--- src/rtl/pe_array_feeder_if.sv ---
// Weight and activation valid/ready channels feeding the PE array sequencer.
// The master side is the upstream producer; the slave side is pe_array_feeder.
interface pe_array_feeder_if #(
  parameter int DATA_W = 27
);
  logic              w_valid_in;
  logic              w_ready_out;
  logic [DATA_W-1:0] w_data_in;
  logic              a_valid_in;
  logic              a_ready_out;
  logic [DATA_W-1:0] a_data_in;

  modport master (
    output w_valid_in, w_data_in, a_valid_in, a_data_in,
    input  w_ready_out, a_ready_out
  );

  modport slave (
    input  w_valid_in, w_data_in, a_valid_in, a_data_in,
    output w_ready_out, a_ready_out
  );
endinterface

--- src/rtl/pe_array_feeder.sv ---
// Sequencer for the 3x3 weight-stationary PE array: a 12-slot frame of 9 weights
// followed by 3 activations, with a double-buffered weight bank and an activation FIFO.
module pe_array_feeder #(
  parameter int DATA_W = 27,
  parameter int DEPTH  = 8,
  parameter int CNT_W  = 16
) (
  input  logic                     clk_in,
  input  logic                     rst_in,
  pe_array_feeder_if.slave         bus,
  output logic [DATA_W-1:0]        data_out,
  output logic [3:0]               slot_out,
  output logic                     weights_valid_out,
  output logic                     underflow_out,
  output logic [CNT_W-1:0]         underflow_cnt_out,
  output logic [$clog2(DEPTH):0]   fifo_count_out
);

  localparam int PTR_W = $clog2(DEPTH);
  localparam logic [PTR_W:0] FULL_COUNT = (PTR_W + 1)'(DEPTH);

  logic [3:0]        slot;
  logic [DATA_W-1:0] active_w [9];
  logic [DATA_W-1:0] shadow_w [9];
  logic [3:0]        shadow_idx;
  logic              shadow_full;
  logic              weights_valid;
  logic [DATA_W-1:0] fifo_mem [DEPTH];
  logic [PTR_W-1:0]  rd_ptr;
  logic [PTR_W-1:0]  wr_ptr;
  logic [PTR_W:0]    count;
  logic [CNT_W-1:0]  uf_cnt;

  logic w_fire;
  logic push;
  logic pop_try;
  logic pop;
  logic underflow;
  logic frame_end;

  // Activation slots only consume FIFO words once a weight set is live.
  always_comb begin
    w_fire    = bus.w_valid_in && !shadow_full;
    push      = bus.a_valid_in && (count < FULL_COUNT);
    pop_try   = (slot >= 4'd9) && weights_valid;
    pop       = pop_try && (count != '0);
    underflow = pop_try && (count == '0);
    frame_end = (slot == 4'd11);
  end

  always_comb begin
    data_out = '0;
    if (slot < 4'd9) begin
      data_out = active_w[slot];
    end else if (pop) begin
      data_out = fifo_mem[rd_ptr];
    end
  end

  assign bus.w_ready_out   = !shadow_full;
  assign bus.a_ready_out   = (count < FULL_COUNT);
  assign slot_out          = slot;
  assign weights_valid_out = weights_valid;
  assign underflow_out     = underflow;
  assign underflow_cnt_out = uf_cnt;
  assign fifo_count_out    = count;

  // Control state; the bank swap only happens on the 11->0 frame boundary
  // so a frame in progress always sees a single consistent weight set.
  always_ff @(posedge clk_in) begin
    if (rst_in) begin
      slot          <= '0;
      shadow_idx    <= '0;
      shadow_full   <= 1'b0;
      weights_valid <= 1'b0;
      rd_ptr        <= '0;
      wr_ptr        <= '0;
      count         <= '0;
      uf_cnt        <= '0;
      for (int i = 0; i < 9; i++) begin
        active_w[i] <= '0;
        shadow_w[i] <= '0;
      end
    end else begin
      slot <= frame_end ? 4'd0 : slot + 4'd1;

      if (w_fire) begin
        shadow_w[shadow_idx] <= bus.w_data_in;
        if (shadow_idx == 4'd8) begin
          shadow_idx  <= '0;
          shadow_full <= 1'b1;
        end else begin
          shadow_idx <= shadow_idx + 4'd1;
        end
      end

      if (frame_end && shadow_full) begin
        active_w      <= shadow_w;
        shadow_full   <= 1'b0;
        weights_valid <= 1'b1;
      end

      if (push) wr_ptr <= wr_ptr + 1'b1;
      if (pop)  rd_ptr <= rd_ptr + 1'b1;
      if (push && !pop)      count <= count + 1'b1;
      else if (pop && !push) count <= count - 1'b1;

      if (underflow && (uf_cnt != '1)) uf_cnt <= uf_cnt + 1'b1;
    end
  end

  // FIFO storage carries no reset; the pointers alone define its contents.
  always_ff @(posedge clk_in) begin
    if (push) fifo_mem[wr_ptr] <= bus.a_data_in;
  end

endmodule

--- src/flat_wrapper.sv ---
// flat-port wrapper written by rule: the top's interface ports become plain ports
module pe_array_feeder_flat 
#(
  parameter int DATA_W = 27,
  parameter int DEPTH  = 8,
  parameter int CNT_W  = 16
)
  (clk_in, rst_in, data_out, slot_out, weights_valid_out, underflow_out, underflow_cnt_out, fifo_count_out, bus_w_valid_in, bus_w_data_in, bus_a_valid_in, bus_a_data_in, bus_w_ready_out, bus_a_ready_out);
  pe_array_feeder_if #(.DATA_W(DATA_W)) bus_i ();
  input  logic clk_in;
  input  logic rst_in;
  output logic [DATA_W-1:0] data_out;
  output logic [3:0] slot_out;
  output logic weights_valid_out;
  output logic underflow_out;
  output logic [CNT_W-1:0] underflow_cnt_out;
  output logic [$clog2(DEPTH):0] fifo_count_out;
  input wire logic [$bits(bus_i.w_valid_in)-1:0] bus_w_valid_in;
  input wire logic [$bits(bus_i.w_data_in)-1:0] bus_w_data_in;
  input wire logic [$bits(bus_i.a_valid_in)-1:0] bus_a_valid_in;
  input wire logic [$bits(bus_i.a_data_in)-1:0] bus_a_data_in;
  output wire logic [$bits(bus_i.w_ready_out)-1:0] bus_w_ready_out;
  output wire logic [$bits(bus_i.a_ready_out)-1:0] bus_a_ready_out;
  assign bus_i.w_valid_in = bus_w_valid_in;
  assign bus_i.w_data_in = bus_w_data_in;
  assign bus_i.a_valid_in = bus_a_valid_in;
  assign bus_i.a_data_in = bus_a_data_in;
  assign bus_w_ready_out = bus_i.w_ready_out;
  assign bus_a_ready_out = bus_i.a_ready_out;
  pe_array_feeder #(.DATA_W(DATA_W), .DEPTH(DEPTH), .CNT_W(CNT_W)) u_core (.clk_in(clk_in), .rst_in(rst_in), .bus(bus_i), .data_out(data_out), .slot_out(slot_out), .weights_valid_out(weights_valid_out), .underflow_out(underflow_out), .underflow_cnt_out(underflow_cnt_out), .fifo_count_out(fifo_count_out));
endmodule
--- config.mk ---
export PLATFORM = sky130hd
export DESIGN_NAME = pe_array_feeder_flat
export DESIGN_NICKNAME = d
export VERILOG_FILES = /design/src/rtl/pe_array_feeder_if.sv /design/src/rtl/pe_array_feeder.sv /design/src/flat_wrapper.sv
export SDC_FILE = /design/constraint.sdc
export NUM_CORES = 1
export LEC_CHECK = 0
export BUFFER_PORTS_ARGS = -buffer_cell sky130_fd_sc_hd__buf_2
export CORE_UTILIZATION = 45
export DETAILED_ROUTE_END_ITERATION = 12
export SYNTH_ARGS = -nofsm -noshare
export SYNTH_HDL_FRONTEND = slang
export SYNTH_SLANG_ARGS = --single-unit
--- constraint.sdc ---
create_clock -name clk_in -period 4.1 [get_ports clk_in]
set_input_delay 0.41 -clock clk_in [delete_from_list [all_inputs] [get_ports clk_in]]
set_output_delay 0.41 -clock clk_in [all_outputs]
set_load 0.02 [all_outputs]
==> results of run 1 <==
[path summary, 6_finish.rpt]
| path | startpoint | end | slack [ns] | depth (start not counted) |
|---|---|---|---|---|
| worst max-delay path | u_core.slot_out[1]$_SDFF_PP0_ | data_out[14] | 0.59 | 7 |
| worst min-delay path | bus_a_data_in[2] | u_core.fifo_mem[1][2]$_DFFE_PP_ | 0.07 | 1 |
| worst max register to register | u_core.slot_out[0]$_SDFF_PP0_ | u_core.fifo_count_out[3]$_SDFFE_PP0P_ | 1.03 | 11 |
| worst min register to register | u_core.shadow_w[100]$_SDFFE_PP0P_ | u_core.active_w[100]$_SDFFE_PP0P_ | 0.45 | 2 |
[cell families (layout without fill, tap and decap cells)]
kind of cell	after synthesis	in the layout	share of synthesized area [%]
AND/OR/NAND/NOR	1152	1152	15.95
flip-flops	741	741	59.20
AO/OA/AOI/OAI	575	575	10.73
buffers and inverters	250	300	3.347
multiplexers	171	171	9.867
adder cells (fa/ha/maj)	14	14	0.6363
XOR/XNOR	9	9	0.2746
other	0	1	0
[layout make-up]
| cell class | count | area share [%] |
|---|---|---|
| timing repair buffer | 153 | 3.092 |
| sequential | 741 | 52.41 |
| antenna | 1 | 0.007711 |
| inverter | 12 | 0.1388 |
| clock buffer | 107 | 6.782 |
| multi-input combinational | 1921 | 33.36 |
| tap | 846 | 3.262 |
| clock inverter | 28 | 0.9562 |
[sequential cells by signal (all words and copies together) (netlist names), named ones only]
register,cells
u_core.active_w,243
u_core.shadow_w,243
u_core.fifo_mem,216
u_core.underflow_cnt_out,16
u_core.fifo_count_out,4
u_core.shadow_idx,4
u_core.slot_out,4
u_core.rd_ptr,3
u_core.wr_ptr,3
u_core.shadow_full,1
u_core.weights_valid_out,1
[power by group]
| group | leakage, nW | total, mW | internal [mW] | switching [mW] |
|---|---|---|---|---|
| clock network | 1.24 | 7.00 | 4.18 | 2.83 |
| logic | 3.30 | 1.17 | 0.388 | 0.780 |
| registers | 6.20 | 7.82 | 7.74 | 0.0816 |
| total | 10.7 | 16.0 | 12.3 | 3.69 |
[per-stage QoR]
step	instances	util, %	power [mW]	worst slack, ns
after global placement	3673	47.45	9.119	1.070
after floorplan	2912	-	8.690	0.6975
after global routing	3808	51.44	16.51	0.5088
after detailed placement	3673	47.45	9.149	1.043
final	3809	51.44	15.99	0.5892
after CTS	3808	51.43	16.12	0.5891
[cell usage in the layout, fill, tap and decap left out, types with 3 or more instances in the layout]
master,instances
a21oi_1,503
a221o_1,27
and2_2,8
and4_1,3
buf_12,10
buf_2,111
buf_4,31
bufinv_16,7
clkbuf_1,16
clkbuf_16,81
clkbuf_8,7
clkinv_1,7
clkinv_2,11
dfxtp_1,521
edfxtp_1,216
ha_1,13
inv_1,11
mux2_2,86
mux2i_1,4
mux4_2,81
nand2_1,993
nand2b_1,4
nand3_1,5
nand4_1,6
nor2_1,52
nor2_2,6
nor2b_1,6
nor3_1,33
nor4_1,4
o21ai_0,5
o22ai_1,27
o31ai_1,7
or3_1,3
or4_1,7
xnor2_1,4
xor2_1,5
[layer usage]
layer	track usage [%]	wire, um	vias to the layer above	part of all wire (%)
li1	-	-	9939	-
met2	37.94	35920	632	47
met5	0	0	-	0
met4	7.802	1834	0	2.4
met3	4.062	4976	130	6.5
met1	32.99	34310	10200	45
==> impl_metrics.json, run 1 <==
{
  "status": "finished clean",
  "synth_nets": 2984,
  "gp_congestion": 0.7807,
  "fin_setup_tns_ns": 0,
  "end_kind": "output port",
  "cts_tree": "yes",
  "nNetsFinal": 2978,
  "layout-drive-gt1-share_pct": 15.70,
  "start_kind": "flip-flop",
  "drt_wl_total_mm": 77.05,
  "ys_top_cells_by_area": "dfxtp_1, edfxtp_1, nand2_1",
  "hpwl_mm": 44.04,
  "yosysWarnings": 0,
  "maxSlewHeadroom_pct": 9.204,
  "post_dp_cell_area_mm2": 0.02993,
  "final_hold_viol_count": 0,
  "ys_ff_latch": 741,
  "slew_violations": 0,
  "cp_num_buf_inv": 3,
  "num_vias": 20900,
  "first_iter_violations": 1833,
  "multi_input_area_mm2": 0.01082,
  "grt_usage_pct": 23.82,
  "grt_max_degree": 244,
  "ios": 113,
  "netlist_area_mm2": 0.02871,
  "avgRoutedWirePerCell_um": 20.23,
  "worstPathRequired_ns": 3.69,
  "synth_largest_area_cell": "dfxtp_1",
  "hold_path.class": "in -> reg",
  "grt_overflow_total": 0,
  "post-cts-setup-buffer-count": 0,
  "clock_latency_ns": 0.61,
  "path_cells": "buf_4, or2_2, buf_4, o22ai_1, nor3_1, a221o_1, buf_2",
  "dieWidth_um": 254.6,
  "cts-root-buf": "clkbuf_16",
  "max_stage_delay_ns": 0.51,
  "synth_top_cells_by_count": "nand2_1, dfxtp_1, a21oi_1, edfxtp_1, clkbuf_1",
  "initial_utilization_pct": 45.51,
  "die_y_um": 254.6,
  "p_leak_nw": 10.74,
  "postLayoutCellArea_mm2": 0.03245,
  "antenna_found_initial": 4,
  "path_common_cell": "buf_4",
  "register_area_mm2": 0.01701,
  "grt_pass1_vias": 20110,
  "clk_path_buf_depth": 3,
  "grt_pass1_wl_mm": 117.9,
  "cts.clk_slew.worst_paths_ns": 0.06,
  "avgSynthCellArea_um2": 9.859,
  "numCtsBuffers": 77,
  "drt_pre_antenna_iters": 6,
  "seq_area_frac_synth_pct": 59.20,
  "area_delta_synth_final_pct": 13.04,
  "cts_num_sinks": 741,
  "postCtsResizedCells": 0,
  "drc_errors": 0,
  "period_share_pct": 85.63,
  "vias_per_cell": 5.488,
  "power.density_mw_per_mm2": 492.9,
  "nFillCells": 5717,
  "path_max_fanout": 32,
  "syn_inst": 2912,
  "clock.fmax_mhz": 284.8,
  "hold-worst-slack_ns": 0.07020,
  "min_period_ns": 3.511,
  "yosys_most_used_dff": "dfxtp_1",
  "numPortBuffers": 112,
  "setup_viol": 0,
  "netlist.area_leader.share_pct": 36.61,
  "synth_cell_types": 49,
  "cp_top_family": "buffers and inverters",
  "synth.most_common_cell": "nand2_1",
  "fin_worst_skew_ns": 0.01279,
  "cts_htree_levels": 3,
  "detail-route-antenna-nets": 0,
  "path_class": "reg -> out",
  "rows": 92,
  "rsz0062_at_grt": "false",
  "critPathArrivalTime_ns": 3.10,
  "core_area_mm2": 0.06308,
  "cts_hold_buffers": 0,
  "die-area_mm2": 0.06481,
  "worstMarginPinSlew_ns": 1.362,
  "irDropWorstVdd_mv": 0.3720,
  "synthArstFlopShare_pct": 0,
  "synth_edf_count": 216,
  "critPathSlowestCell": "or2_2",
  "cap_violations": 0
}
Note: power is estimated with default switching activity, not from simulation.
==> run 2, diff against run 1 <==
--- a/config.mk
+++ b/config.mk
@@ -5,9 +5,11 @@
 export SDC_FILE = /design/constraint.sdc
 export NUM_CORES = 1
 export LEC_CHECK = 0
-export BUFFER_PORTS_ARGS = -buffer_cell sky130_fd_sc_hd__buf_2
-export CORE_UTILIZATION = 45
+export BUFFER_PORTS_ARGS = -buffer_cell sky130_fd_sc_hd__buf_4
+export CORE_UTILIZATION = 60
 export DETAILED_ROUTE_END_ITERATION = 12
+export PLACE_DENSITY = 0.78
+export SETUP_SLACK_MARGIN = 0.4
 export SYNTH_ARGS = -nofsm -noshare
 export SYNTH_HDL_FRONTEND = slang
 export SYNTH_SLANG_ARGS = --single-unit
==> run 2 against run 1 <==
Compared with the run above: the flow now finishes with violations (DRC); power decreased by 1.7%; critical path depth grew 1; global-route usage up 6.6 points; sequential power barely moved; final area down 0.35%.
==> impl_metrics.json, run 2 (synthesized netlist as in run 1, its figures left out) <==
{
  "status": "finished with violations",
  "failed_checks": "DRC",
  "final_hold_viol_count": 0,
  "drt_wl_total_mm": 73.67,
  "cts_hold_buffers": 0,
  "fin_setup_tns_ns": 0,
  "drc_errors": 5,
  "vias_per_cell": 6.017,
  "numCtsBuffers": 73,
  "numPortBuffers": 112,
  "worstMarginPinSlew_ns": 1.205,
  "layout-drive-gt1-share_pct": 15.81,
  "power.density_mw_per_mm2": 486.4,
  "grt_pass1_vias": 20230,
  "rows": 79,
  "place_inst": 3433,
  "max_stage_delay_ns": 0.56,
  "grt_max_degree": 143,
  "initial_utilization_pct": 61.27,
  "cts_num_sinks": 741,
  "antenna_found_initial": 3,
  "worstPathRequired_ns": 3.69,
  "critPathArrivalTime_ns": 3.23,
  "avgRoutedWirePerCell_um": 20.64,
  "min_period_ns": 3.640,
  "core_area_mm2": 0.04685,
  "drt_pre_antenna_iters": 10,
  "slew_violations": 0,
  "cap_violations": 0,
  "rsz0062_at_grt": "true",
  "cts_htree_levels": 3,
  "hpwl_mm": 42.13,
  "path_max_fanout": 27,
  "area_delta_synth_final_pct": 12.64,
  "detail-route-antenna-nets": 0,
  "nNetsFinal": 2975,
  "register_area_mm2": 0.01701,
  "finalPower_mw": 15.73,
  "instances_no_fill": 3570,
  "setup_viol": 0,
  "die_y_um": 220.7,
  "path_cells": "inv_1, ha_1, nor3b_1, or3b_2, a21oi_2, buf_6, a221o_1, buf_4",
  "clock_latency_ns": 0.61,
  "die-area_mm2": 0.04873,
  "irDropWorstVdd_mv": 0.4553,
  "r2r_cells": 11,
  "final_core_util_pct": 69.02,
  "gp_congestion": 0.8555,
  "ios": 113,
  "dieWidth_um": 220.7,
  "path_class": "reg -> out",
  "cts_tree": "yes",
  "num_vias": 21480,
  "clk_path_buf_depth": 3,
  "p_leak_nw": 10.75,
  "critPathSlowestCell": "or3b_2",
  "end_kind": "output port",
  "cts.clk_slew.worst_paths_ns": 0.06,
  "grt_usage_pct": 30.38,
  "fin_worst_skew_ns": 0.01918,
  "start_kind": "flip-flop",
  "maxSlewHeadroom_pct": 18.52,
  "period_share_pct": 88.77,
  "layout_commonest_cell": "nand2_1",
  "hold_depth": 1,
  "first_iter_violations": 2322,
  "grt_pass1_wl_mm": 112.6,
  "nFillCells": 3422,
  "hold_path.class": "in -> reg",
  "clock.fmax_mhz": 274.8,
  "cts-root-buf": "clkbuf_16",
  "multi_input_area_mm2": 0.01083,
  "final_cell_mix": "nand2_1, dfxtp_1, a21oi_1",
  "top_regs": "u_core.active_w x243, u_core.shadow_w x243, u_core.fifo_mem x216",
  "grt_overflow_total": 0
}
run 2: cell count changes in the layout (fill, tap and decap cells not counted), moves of 4 or more:
cell       change
buf_2        -111
buf_4        +112
clkbuf_8       +6
bufinv_16      -4
nand2_1        -4
nand2_2        +4
run 2: repair_timing:
action / CTS / global route
endpoints found under the setup margin: 2 / 13
setup buffers: 0 / 2
resized for setup: 1 / 0
run 2: cell type report:
cell class                 count  share of cell area, %
sequential                   741                  52.59
multi-input combinational   1921                  33.50
clock buffer                 110                  6.876
timing repair buffer         154                  3.931
tap                          607                  2.349
clock inverter                23                 0.5997
inverter                      12                 0.1393
antenna                        2                0.01548
run 2: final timing paths:
path                                      from                                    end  slack [ns]
max reg2reg      u_core.slot_out[1]$_SDFF_PP0_  u_core.fifo_count_out[3]$_SDFFE_PP0P_        0.75
max              u_core.slot_out[1]$_SDFF_PP0_                           data_out[26]        0.46
min reg2reg  u_core.shadow_w[183]$_SDFFE_PP0P_      u_core.active_w[183]$_SDFFE_PP0P_        0.43
min                           bus_a_data_in[5]        u_core.fifo_mem[7][5]$_DFFE_PP_        0.04
run 2: power breakdown:
group / total, mW / switching (mW) / internal (mW)
logic: 1.21 / 0.775 / 0.432
clock network: 6.68 / 2.75 / 3.94
registers: 7.84 / 0.0947 / 7.74
run 2: metrics by stage:
| step | setup slack, ns | instance area (um2) | hold slack, ns |
|---|---|---|---|
| after floorplan | 0.6975 | 28710 | 0.4321 |
| after global placement | 0.8219 | 29870 | 0.4353 |
| after detailed placement | 0.7117 | 29870 | 0.4421 |
| after CTS | 0.4108 | 32290 | 0.007475 |
| after global routing | 0.3843 | 32340 | 0.02532 |
| final | 0.4605 | 32340 | 0.03525 |
run 2: routing by layer:
| metal | track usage, % | part of all wire, % | vias up |
|---|---|---|---|
| met2 | 48.95 | 48 | 948 |
| li1 | - | - | 9942 |
| met3 | 5.595 | 9.0 | 148 |
| met4 | 11.53 | 2.8 | 2 |
| met5 | 0 | 0.018 | - |
| met1 | 40.98 | 40 | 10440 |
run 2: critical path: cells and delay by family (launching register included):
family	cells	cell delay [ns]
simple gates	2	0.73
buf+inv	3	0.64
compound gates	2	0.50
fa+ha+maj	1	0.24
flops	1	0.49
